==> config.mk <==
export PLATFORM = sky130hd
export DESIGN_NAME = arp_rx_filter
export DESIGN_NICKNAME = d
export VERILOG_FILES = /design/src/rtl/arp_rx_filter.sv
export SDC_FILE = /design/constraint.sdc
export NUM_CORES = 1
export LEC_CHECK = 0
export BUFFER_PORTS_ARGS = -buffer_cell sky130_fd_sc_hd__buf_4
export CAP_MARGIN = 20
export CORE_UTILIZATION = 50
export DETAILED_ROUTE_END_ITERATION = 8
export PLACE_DENSITY = 0.86
export SETUP_SLACK_MARGIN = 0.02
export SLEW_MARGIN = 40
export SYNTH_ARGS = -nofsm -noshare
export SYNTH_HDL_FRONTEND = slang
export SYNTH_SLANG_ARGS = --single-unit
==> constraint.sdc <==
create_clock -name i_clk -period 4.2 [get_ports i_clk]
set_input_delay 0.63 -clock i_clk [delete_from_list [all_inputs] [get_ports i_clk]]
set_output_delay 0.63 -clock i_clk [all_outputs]
set_load 0.01 [all_outputs]
==> src/rtl/arp_rx_filter.sv <==
// ARP receive parser: walks the header beats of each ARP frame, validates it and
// raises learn / reply / conflict pulses on the cycle after its last beat.
module arp_rx_filter #(
    parameter logic [31:0] P_SRC_IP_ADDR  = {8'd192, 8'd168, 8'd100, 8'd99},
    parameter logic [47:0] P_SRC_MAC_ADDR = 48'h01_02_03_04_05_06,
    parameter int          P_USER_WIDTH   = 80,
    parameter int          P_CNT_WIDTH    = 16,
    parameter bit          P_CHECK_HDR    = 1'b1,
    parameter bit          P_LEARN_ALL    = 1'b0,
    parameter bit          P_GRAT_EN      = 1'b1
) (
    input  logic                    i_clk,
    input  logic                    i_rst_n,
    input  logic [31:0]             i_dymanic_src_ip,
    input  logic                    i_src_ip_valid,
    input  logic [63:0]             s_axis_mac_data,
    input  logic [P_USER_WIDTH-1:0] s_axis_mac_user,
    input  logic [7:0]              s_axis_mac_keep,
    input  logic                    s_axis_mac_last,
    input  logic                    s_axis_mac_valid,
    output logic [47:0]             o_recv_target_mac,
    output logic [31:0]             o_recv_target_ip,
    output logic                    o_recv_target_valid,
    output logic                    o_recv_is_reply,
    output logic                    o_arp_reply,
    output logic                    o_ip_conflict,
    output logic [P_CNT_WIDTH-1:0]  o_rx_arp_cnt,
    output logic [P_CNT_WIDTH-1:0]  o_rx_drop_cnt
);

    // HDR is folded into IDLE/DECIDE: both capture b0 directly.
    localparam logic [1:0] S_IDLE    = 2'd0;
    localparam logic [1:0] S_BODY    = 2'd1;
    localparam logic [1:0] S_DISCARD = 2'd2;
    localparam logic [1:0] S_DECIDE  = 2'd3;

    logic [1:0]  r_state;
    logic [2:0]  r_beat;
    logic [15:0] r_htype;
    logic [15:0] r_ptype;
    logic [7:0]  r_hlen;
    logic [7:0]  r_plen;
    logic [15:0] r_oper;
    logic [47:0] r_sha;
    logic [31:0] r_spa;
    logic [31:0] r_tpa;
    logic [31:0] r_local_ip;
    logic [P_CNT_WIDTH-1:0] r_arp_cnt;
    logic [P_CNT_WIDTH-1:0] r_drop_cnt;

    logic w_decide, w_start, w_is_arp, w_oper_ok, w_hdr_ok;
    logic w_grat, w_mine, w_conflict, w_learn, w_reply;
    logic w_short_b0, w_short_body, w_arp_inc;
    logic [1:0] w_drop_inc;
    logic [P_CNT_WIDTH:0] w_drop_sum;
    logic [P_CNT_WIDTH:0] w_arp_sum;
    logic w_unused_ok;

    assign w_decide   = (r_state == S_DECIDE);
    assign w_start    = s_axis_mac_valid && (r_state == S_IDLE || r_state == S_DECIDE);
    assign w_is_arp   = (s_axis_mac_user[15:0] == 16'h0806);
    assign w_oper_ok  = (r_oper == 16'd1) || (r_oper == 16'd2);
    assign w_hdr_ok   = w_oper_ok && (!P_CHECK_HDR ||
                        (r_htype == 16'd1 && r_ptype == 16'h0800 && r_hlen == 8'd6 && r_plen == 8'd4));
    assign w_grat     = (r_spa == r_tpa);
    assign w_mine     = (r_tpa == r_local_ip);
    assign w_conflict = (r_spa == r_local_ip);
    assign w_learn    = w_decide && w_hdr_ok && !w_conflict && (w_mine || P_LEARN_ALL || (w_grat && P_GRAT_EN));
    assign w_reply    = w_decide && w_hdr_ok && !w_conflict && (r_oper == 16'd1) && w_mine && !w_grat;

    // A b0-only frame can end during DECIDE, so two drops may land in one cycle.
    assign w_short_b0   = w_start && w_is_arp && s_axis_mac_last;
    assign w_short_body = (r_state == S_BODY) && s_axis_mac_valid && s_axis_mac_last && (r_beat < 3'd3);
    assign w_drop_inc   = {1'b0, w_short_b0} + {1'b0, w_short_body || (w_decide && !w_hdr_ok)};
    assign w_arp_inc    = w_decide && w_hdr_ok;
    assign w_drop_sum   = {1'b0, r_drop_cnt} + {{(P_CNT_WIDTH-1){1'b0}}, w_drop_inc};
    assign w_arp_sum    = {1'b0, r_arp_cnt} + {{P_CNT_WIDTH{1'b0}}, w_arp_inc};

    assign o_recv_target_valid = w_learn;
    assign o_recv_is_reply     = w_learn && (r_oper == 16'd2);
    assign o_recv_target_mac   = w_learn ? r_sha : 48'd0;
    assign o_recv_target_ip    = w_learn ? r_spa : 32'd0;
    assign o_arp_reply         = w_reply;
    assign o_ip_conflict       = w_decide && w_hdr_ok && w_conflict;
    assign o_rx_arp_cnt        = r_arp_cnt;
    assign o_rx_drop_cnt       = r_drop_cnt;

    assign w_unused_ok = ^{s_axis_mac_keep, s_axis_mac_user[P_USER_WIDTH-1:16], P_SRC_MAC_ADDR};

    always_ff @(posedge i_clk or negedge i_rst_n) begin
        if (!i_rst_n) begin
            r_state <= S_IDLE;
            r_beat  <= 3'd0;
            r_htype <= 16'd0;
            r_ptype <= 16'd0;
            r_hlen  <= 8'd0;
            r_plen  <= 8'd0;
            r_oper  <= 16'd0;
            r_sha   <= 48'd0;
            r_spa   <= 32'd0;
            r_tpa   <= 32'd0;
        end else begin
            case (r_state)
                S_IDLE, S_DECIDE: begin
                    if (s_axis_mac_valid) begin
                        if (w_is_arp) begin
                            r_htype <= s_axis_mac_data[63:48];
                            r_ptype <= s_axis_mac_data[47:32];
                            r_hlen  <= s_axis_mac_data[31:24];
                            r_plen  <= s_axis_mac_data[23:16];
                            r_oper  <= s_axis_mac_data[15:0];
                            r_beat  <= 3'd1;
                            r_state <= s_axis_mac_last ? S_IDLE : S_BODY;
                        end else begin
                            r_state <= s_axis_mac_last ? S_IDLE : S_DISCARD;
                        end
                    end else begin
                        r_state <= S_IDLE;
                    end
                end
                S_BODY: begin
                    if (s_axis_mac_valid) begin
                        case (r_beat)
                            3'd1: begin
                                r_sha          <= s_axis_mac_data[63:16];
                                r_spa[31:16]   <= s_axis_mac_data[15:0];
                            end
                            3'd2: r_spa[15:0]  <= s_axis_mac_data[63:48];
                            3'd3: r_tpa        <= s_axis_mac_data[63:32];
                            default: ;
                        endcase
                        if (r_beat != 3'd4) r_beat <= r_beat + 3'd1;
                        if (s_axis_mac_last) r_state <= (r_beat >= 3'd3) ? S_DECIDE : S_IDLE;
                    end
                end
                default: begin
                    if (s_axis_mac_valid && s_axis_mac_last) r_state <= S_IDLE;
                end
            endcase
        end
    end

    // The decision reads r_local_ip before a coinciding load lands.
    always_ff @(posedge i_clk or negedge i_rst_n) begin
        if (!i_rst_n) begin
            r_local_ip <= P_SRC_IP_ADDR;
        end else if (i_src_ip_valid) begin
            r_local_ip <= i_dymanic_src_ip;
        end
    end

    always_ff @(posedge i_clk or negedge i_rst_n) begin
        if (!i_rst_n) begin
            r_arp_cnt  <= '0;
            r_drop_cnt <= '0;
        end else begin
            r_arp_cnt  <= w_arp_sum[P_CNT_WIDTH]  ? '1 : w_arp_sum[P_CNT_WIDTH-1:0];
            r_drop_cnt <= w_drop_sum[P_CNT_WIDTH] ? '1 : w_drop_sum[P_CNT_WIDTH-1:0];
        end
    end

endmodule

Word level (Yosys, flattened, before mapping). Index checks and enable logic that the tools add are counted.

Register bits: 245. Output and inout port bits: 116.

Add/sub/neg operators: 4. $lt $le $gt $ge: 2. Equal/unequal tests: 21. Multiplexer cells: 18. Reduce and logical (&&, ||, !) cells: 37.

Operator list (count): == test 32 bit (3); two-way mux 48 bit (1); == test 16 x 1 -> 1 bit, second input constant (2); == test 16 x 12 -> 1 bit, second input constant (2); two-way mux 16 bit (2); two-way mux 32 bit (1); logical AND 1 bit (20); adder 16 x 1 -> 17 bit (1); adder 16 x 2 -> 17 bit (1); == test 16 x 2 -> 1 bit, second input constant (1); == test 8 x 3 -> 1 bit, second input constant (2); AND reduction 3 bit (5); two-way mux 2 bit (7); two-way mux 3 bit (4); inequality test 2 bit, second input constant (4); == test 3 x 2 -> 1 bit, second input constant (2); one-hot mux 3 bit (2 select lines) (1); AND reduction 5 bit (1); logical OR 1 bit (4); one-hot mux 2 bit (2 select lines) (1); adder 3 x 1 -> 3 bit, second input constant (1); == test 3 x 1 -> 1 bit, second input constant (1); >= comparator 3 x 2 -> 1 bit, second input constant (1); zero test 1 bit (3); 11 further kinds (11).

Logic depth before layout (Yosys ltp).
Depth after elaboration: 11. Gate-level depth with buffers: 14. Depth with buffers taken out: 12.

Least setup slack after synthesis. No wires, ideal clock.

Path kind: input to register. Start point: input s_axis_mac_user[13]. End point: register r_drop_cnt[8] (netlist: o_rx_drop_cnt[8]). Setup time: 0.083 ns. Arrival time: 3.159 ns. Data required time: 4.117 ns. Path slack: 0.959 ns. Stages on the path: 13. Path through: nor4b_1 nand4_1 nor2_1 buf_2 buf_2 and2_1 fa_1 ha_1 inv_1 nor4_1 nand4_1 clkbuf_1 o21ai_0.

Cells in the longest elaborated chain, start to end: 6.

RTL lines: start, declared (RTL line 17) `input logic [P_USER_WIDTH-1:0] s_axis_mac_user,`; == test 16 x 12 -> 1 bit (RTL line 61) `assign w_is_arp = (s_axis_mac_user[15:0] == 16'h0806);`; logical AND 1 bit (2 in a row) (RTL line 72) `assign w_short_b0 = w_start && w_is_arp && s_axis_mac_last;`; adder 1 x 1 -> 2 bit (RTL line 74) `assign w_drop_inc = {1'b0, w_short_b0} + {1'b0, w_short_body || (w_decide && !w_hdr_ok)};`; adder 16 x 2 -> 17 bit (RTL line 76) `assign w_drop_sum = {1'b0, r_drop_cnt} + {{(P_CNT_WIDTH-1){1'b0}}, w_drop_inc};`; two-way mux 16 bit (RTL line 158) `r_drop_cnt <= w_drop_sum[P_CNT_WIDTH] ? '1 : w_drop_sum[P_CNT_WIDTH-1:0];`; end signal, assigned (RTL line 158); end, declared (RTL line 49) `logic [P_CNT_WIDTH-1:0] r_drop_cnt;`.

No other way between the ends. A chain may end at the register's enable or synchronous reset.

Worst setup path after layout.
Start point: register r_spa[30]. End point: output o_recv_target_mac[20].

Cells in the longest elaborated chain, start to end: 5.

RTL lines: start, declared (RTL line 45) `logic [31:0] r_spa;`; start signal, assigned (RTL line 126) `r_spa[31:16] <= s_axis_mac_data[15:0];`; == test 32 bit (RTL line 67) `assign w_conflict = (r_spa == r_local_ip);`; zero test 1 bit (RTL line 68) `assign w_learn = w_decide && w_hdr_ok && !w_conflict && (w_mine || P_LEARN_ALL || (w_grat && P_GRAT_EN));`; logical AND 1 bit (RTL line 68); logical AND 1 bit * (RTL line 68); two-way mux 48 bit * (RTL line 81) `assign o_recv_target_mac = w_learn ? r_sha : 48'd0;`; end, declared (RTL line 21) `output logic [47:0] o_recv_target_mac,`.

Mark *: on every way between the ends. The rest lies on a longest branch, timed or not.

==> metrics.md <==
| Metric | Value |
|---|---|
| RSZ-0062 raised after global routing | `no` |
| Final ANT Viol Nets | `0` |
| Fillers | `1780` |
| Clk_lat worst skew | `0.52 ns` |
| Crit. End Element | `primary output` |
| Vias per inst | `5.524` |
| CTS Sinks | `245` |
| Hold Crit Class | `input pin to asynchronous set/reset pin` |
| Fraction of layout cells with a size suffix above 1 | `0.4813` |
| Reg2Reg Setup Slack | `0.50 ns` |
| Leakage power | `7.135 nW` |
| Core Region | `0.02375 mm2` |
| Crit path kind | `flip-flop to primary output` |
| Vias post-DR | `8545` |
| Mean routed wirelength per cell | `20.36 um` |
| Count leader, synth | `dfrtp_1` |
| Max-slew headroom | `0.4725` |
| Total number of yosys warnings | `0` |
| CP Data Required Time | `3.57 ns` |
| IO Pins | `305` |
| Post-cts resize count | `0` |
| Critical path launch point type | `flip-flop` |
| Fmax | `245.4 MHz` |
| Clock transition at path regs | `0.06 ns` |
| Final setup violation count | `0` |
| Synth area leaders | `dfrtp_1 48%, mux2_2 19%, a211oi_2 7.0%, xnor2_1 5.2%, xor2_1 2.9%` |
| GR Overflow Total | `0` |
| Top cell type's share of synthesized area | `0.4751` |
| Gr usage total | `0.2536` |
| Final period util | `0.9704` |
| GPL Wtd Cong | `0.9597` |
| DRC viols | `0` |
| CTS root buffer | `clkbuf_16` |
| Post-synth design cell area | `0.01227 mm2` |
| Die width | `158.7 um` |
| Hold bufs inserted after CTS | `0` |
| Sum Neg Setup Slack | `0 ns` |
| Placed Area | `0.01434 mm2` |
| Worst R2R Path Depth | `12` |
| Crit path time final | `4.076 ns` |
| IR drop worst, VDD | `0.3545 mV` |
| Cell area power density | `409.6 mW/mm2` |
| Synth Instances | `983` |
| CTS tree | `built` |
| Yosys reg bits | `245` |
| Post-Syn Nets | `1184` |
| Seq/Total Area, Yosys | `0.5008` |
| Final slew viol count | `0` |
| Global-route wire length before repair | `48420 um` |
| Nets | `1409` |
| Longest Clk Path Bufs | `3` |
| Status | `completed` |
| Row Count | `56` |
| Post-CTS Setup Bufs | `0` |
| Commonest cells in the synthesized netlist | `233 x dfrtp_1, 211 x mux2_2, 89 x inv_1` |
| Area Overhead vs Synth | `24.58%` |
| Port Buffers | `232` |
| Die height | `158.7 um` |
| Synth area leader | `dfrtp_1` |
| Final WL | `31500 um` |
| Hold Fails Final Rpt | `0` |
| H-tree depth | `1` |
| Initial DRC count | `569` |
| Synthesized area per cell | `12.49 um2` |
| Fin area | `0.01529 mm2` |
| DR pass1 iterations | `4` |
| Detailed Place HPWL | `22960 um` |
| Initial antenna violation count | `0` |
| Die Area | `0.02518 mm2` |
| Number of flops mapped to enable cells by yosys | `0` |
| Largest net degree at the start of global routing | `113` |
| CP max FO | `19` |
| Worst EP arrival | `3.45 ns` |
| Vias in the first global route | `8747` |
| FFs w/ async S/R, synth | `1.000` |
| Initial core utilization | `0.5167` |
| Antenna cells | `0` |
| Max Cap Violations | `0` |
| Num CTS Buffers | `27` |
| Max Clock Skew | `0.01133 ns` |
| Slew @ Worst Pin | `0.7893 ns` |
| Synth Flop Type | `dfrtp_1` |
| Netlist cell types | `44` |
state kept, by name, indices dropped and copies added (netlist names):
signal         count
r_htype           16
o_rx_drop_cnt     16
r_hlen             8
r_state            2
r_tpa             32
o_rx_arp_cnt      16
r_sha             48
r_oper            16
r_local_ip        32
r_plen             8
r_beat             3
r_spa             32
r_ptype           16
report_power, final:
group	leakage (nW)	internal (mW)	total (mW)	switching, mW
logic	3.34	0.332	1.22	0.885
clock network	0.465	1.54	2.50	0.952
registers	3.33	2.45	2.55	0.102
per-stage QoR:
stage	worst slack, ns	hold slack [ns]	power [mW]	std cells	utilization
6_report	0.1244	0.05569	6.262	1547	0.6437
5_1_grt	0.04937	0.09034	6.512	1547	0.6437
4_1_cts	0.1587	0.06579	6.312	1547	0.6434
3_5_place_dp	0.5926	0.4936	3.814	1498	0.6037
3_3_place_gp	0.6583	0.4843	3.789	1498	0.6037
2_1_floorplan	0.9589	0.3344	3.338	983	-
worst paths after layout:
kind | end | start
worst max-delay path | o_recv_target_mac[20] | r_spa[30]
worst min-delay path | r_sha[36] | i_rst_n
worst max register to register | o_rx_arp_cnt[8] | r_ptype[14]
worst min register to register | r_sha[14] | r_sha[14]
max in group asynchronous | r_tpa[31] | i_rst_n
min in group i_clk | r_local_ip[28] | i_dymanic_src_ip[28]
metal layers:
metal  share of wire  vias to the layer above  track usage
met5               0                        -            0
met4           0.023                        0      0.07189
met3           0.060                       51      0.04300
met2            0.48                      239       0.4181
met1            0.44                     4342       0.3441
li1                -                     3913            -
layout by cell type (no fill, tap or decap), types with 28 or more instances in the layout:
master	instances
buf_4	241
dfrtp_1	233
mux2_2	211
inv_1	89
xnor2_1	73
a211oi_2	69
xor2_1	41
nand2_1	34
nand4_1	28
area by class of cell:
class / count / area, um2 / area share
sequential: 245 / 6146 / 0.4020
multi-input combinational: 598 / 5550 / 0.3630
timing repair buffer: 247 / 1916 / 0.1253
clock buffer: 35 / 735.7 / 0.04812
tap: 319 / 399.1 / 0.02610
inverter: 89 / 334.1 / 0.02185
clock inverter: 14 / 209.0 / 0.01367
critical path: stages (launching register included):
cell	delay, ns
dfrtp_1	0.44
xnor2_1	0.32
nand4_1	0.15
nor4_1	0.67
nand2_4	0.31
buf_4	0.31
buf_4	0.26
a211oi_2	0.28
buf_4	0.16
cell families (layout without fill, tap and decap cells):
logic type                 Yosys count  count (layout)  synth area share
AOI/OAI and AO/OA                  106             106           0.09186
xor gates and xnor gates           114             114           0.08135
adders and majority gates           12              12           0.01285
buffers and inverters              140             385           0.04924
DFF                                245             245            0.5008
muxes                              213             213            0.1952
and+or+nand+nor                    153             153           0.06871
Power figures use the tool's default switching activity.
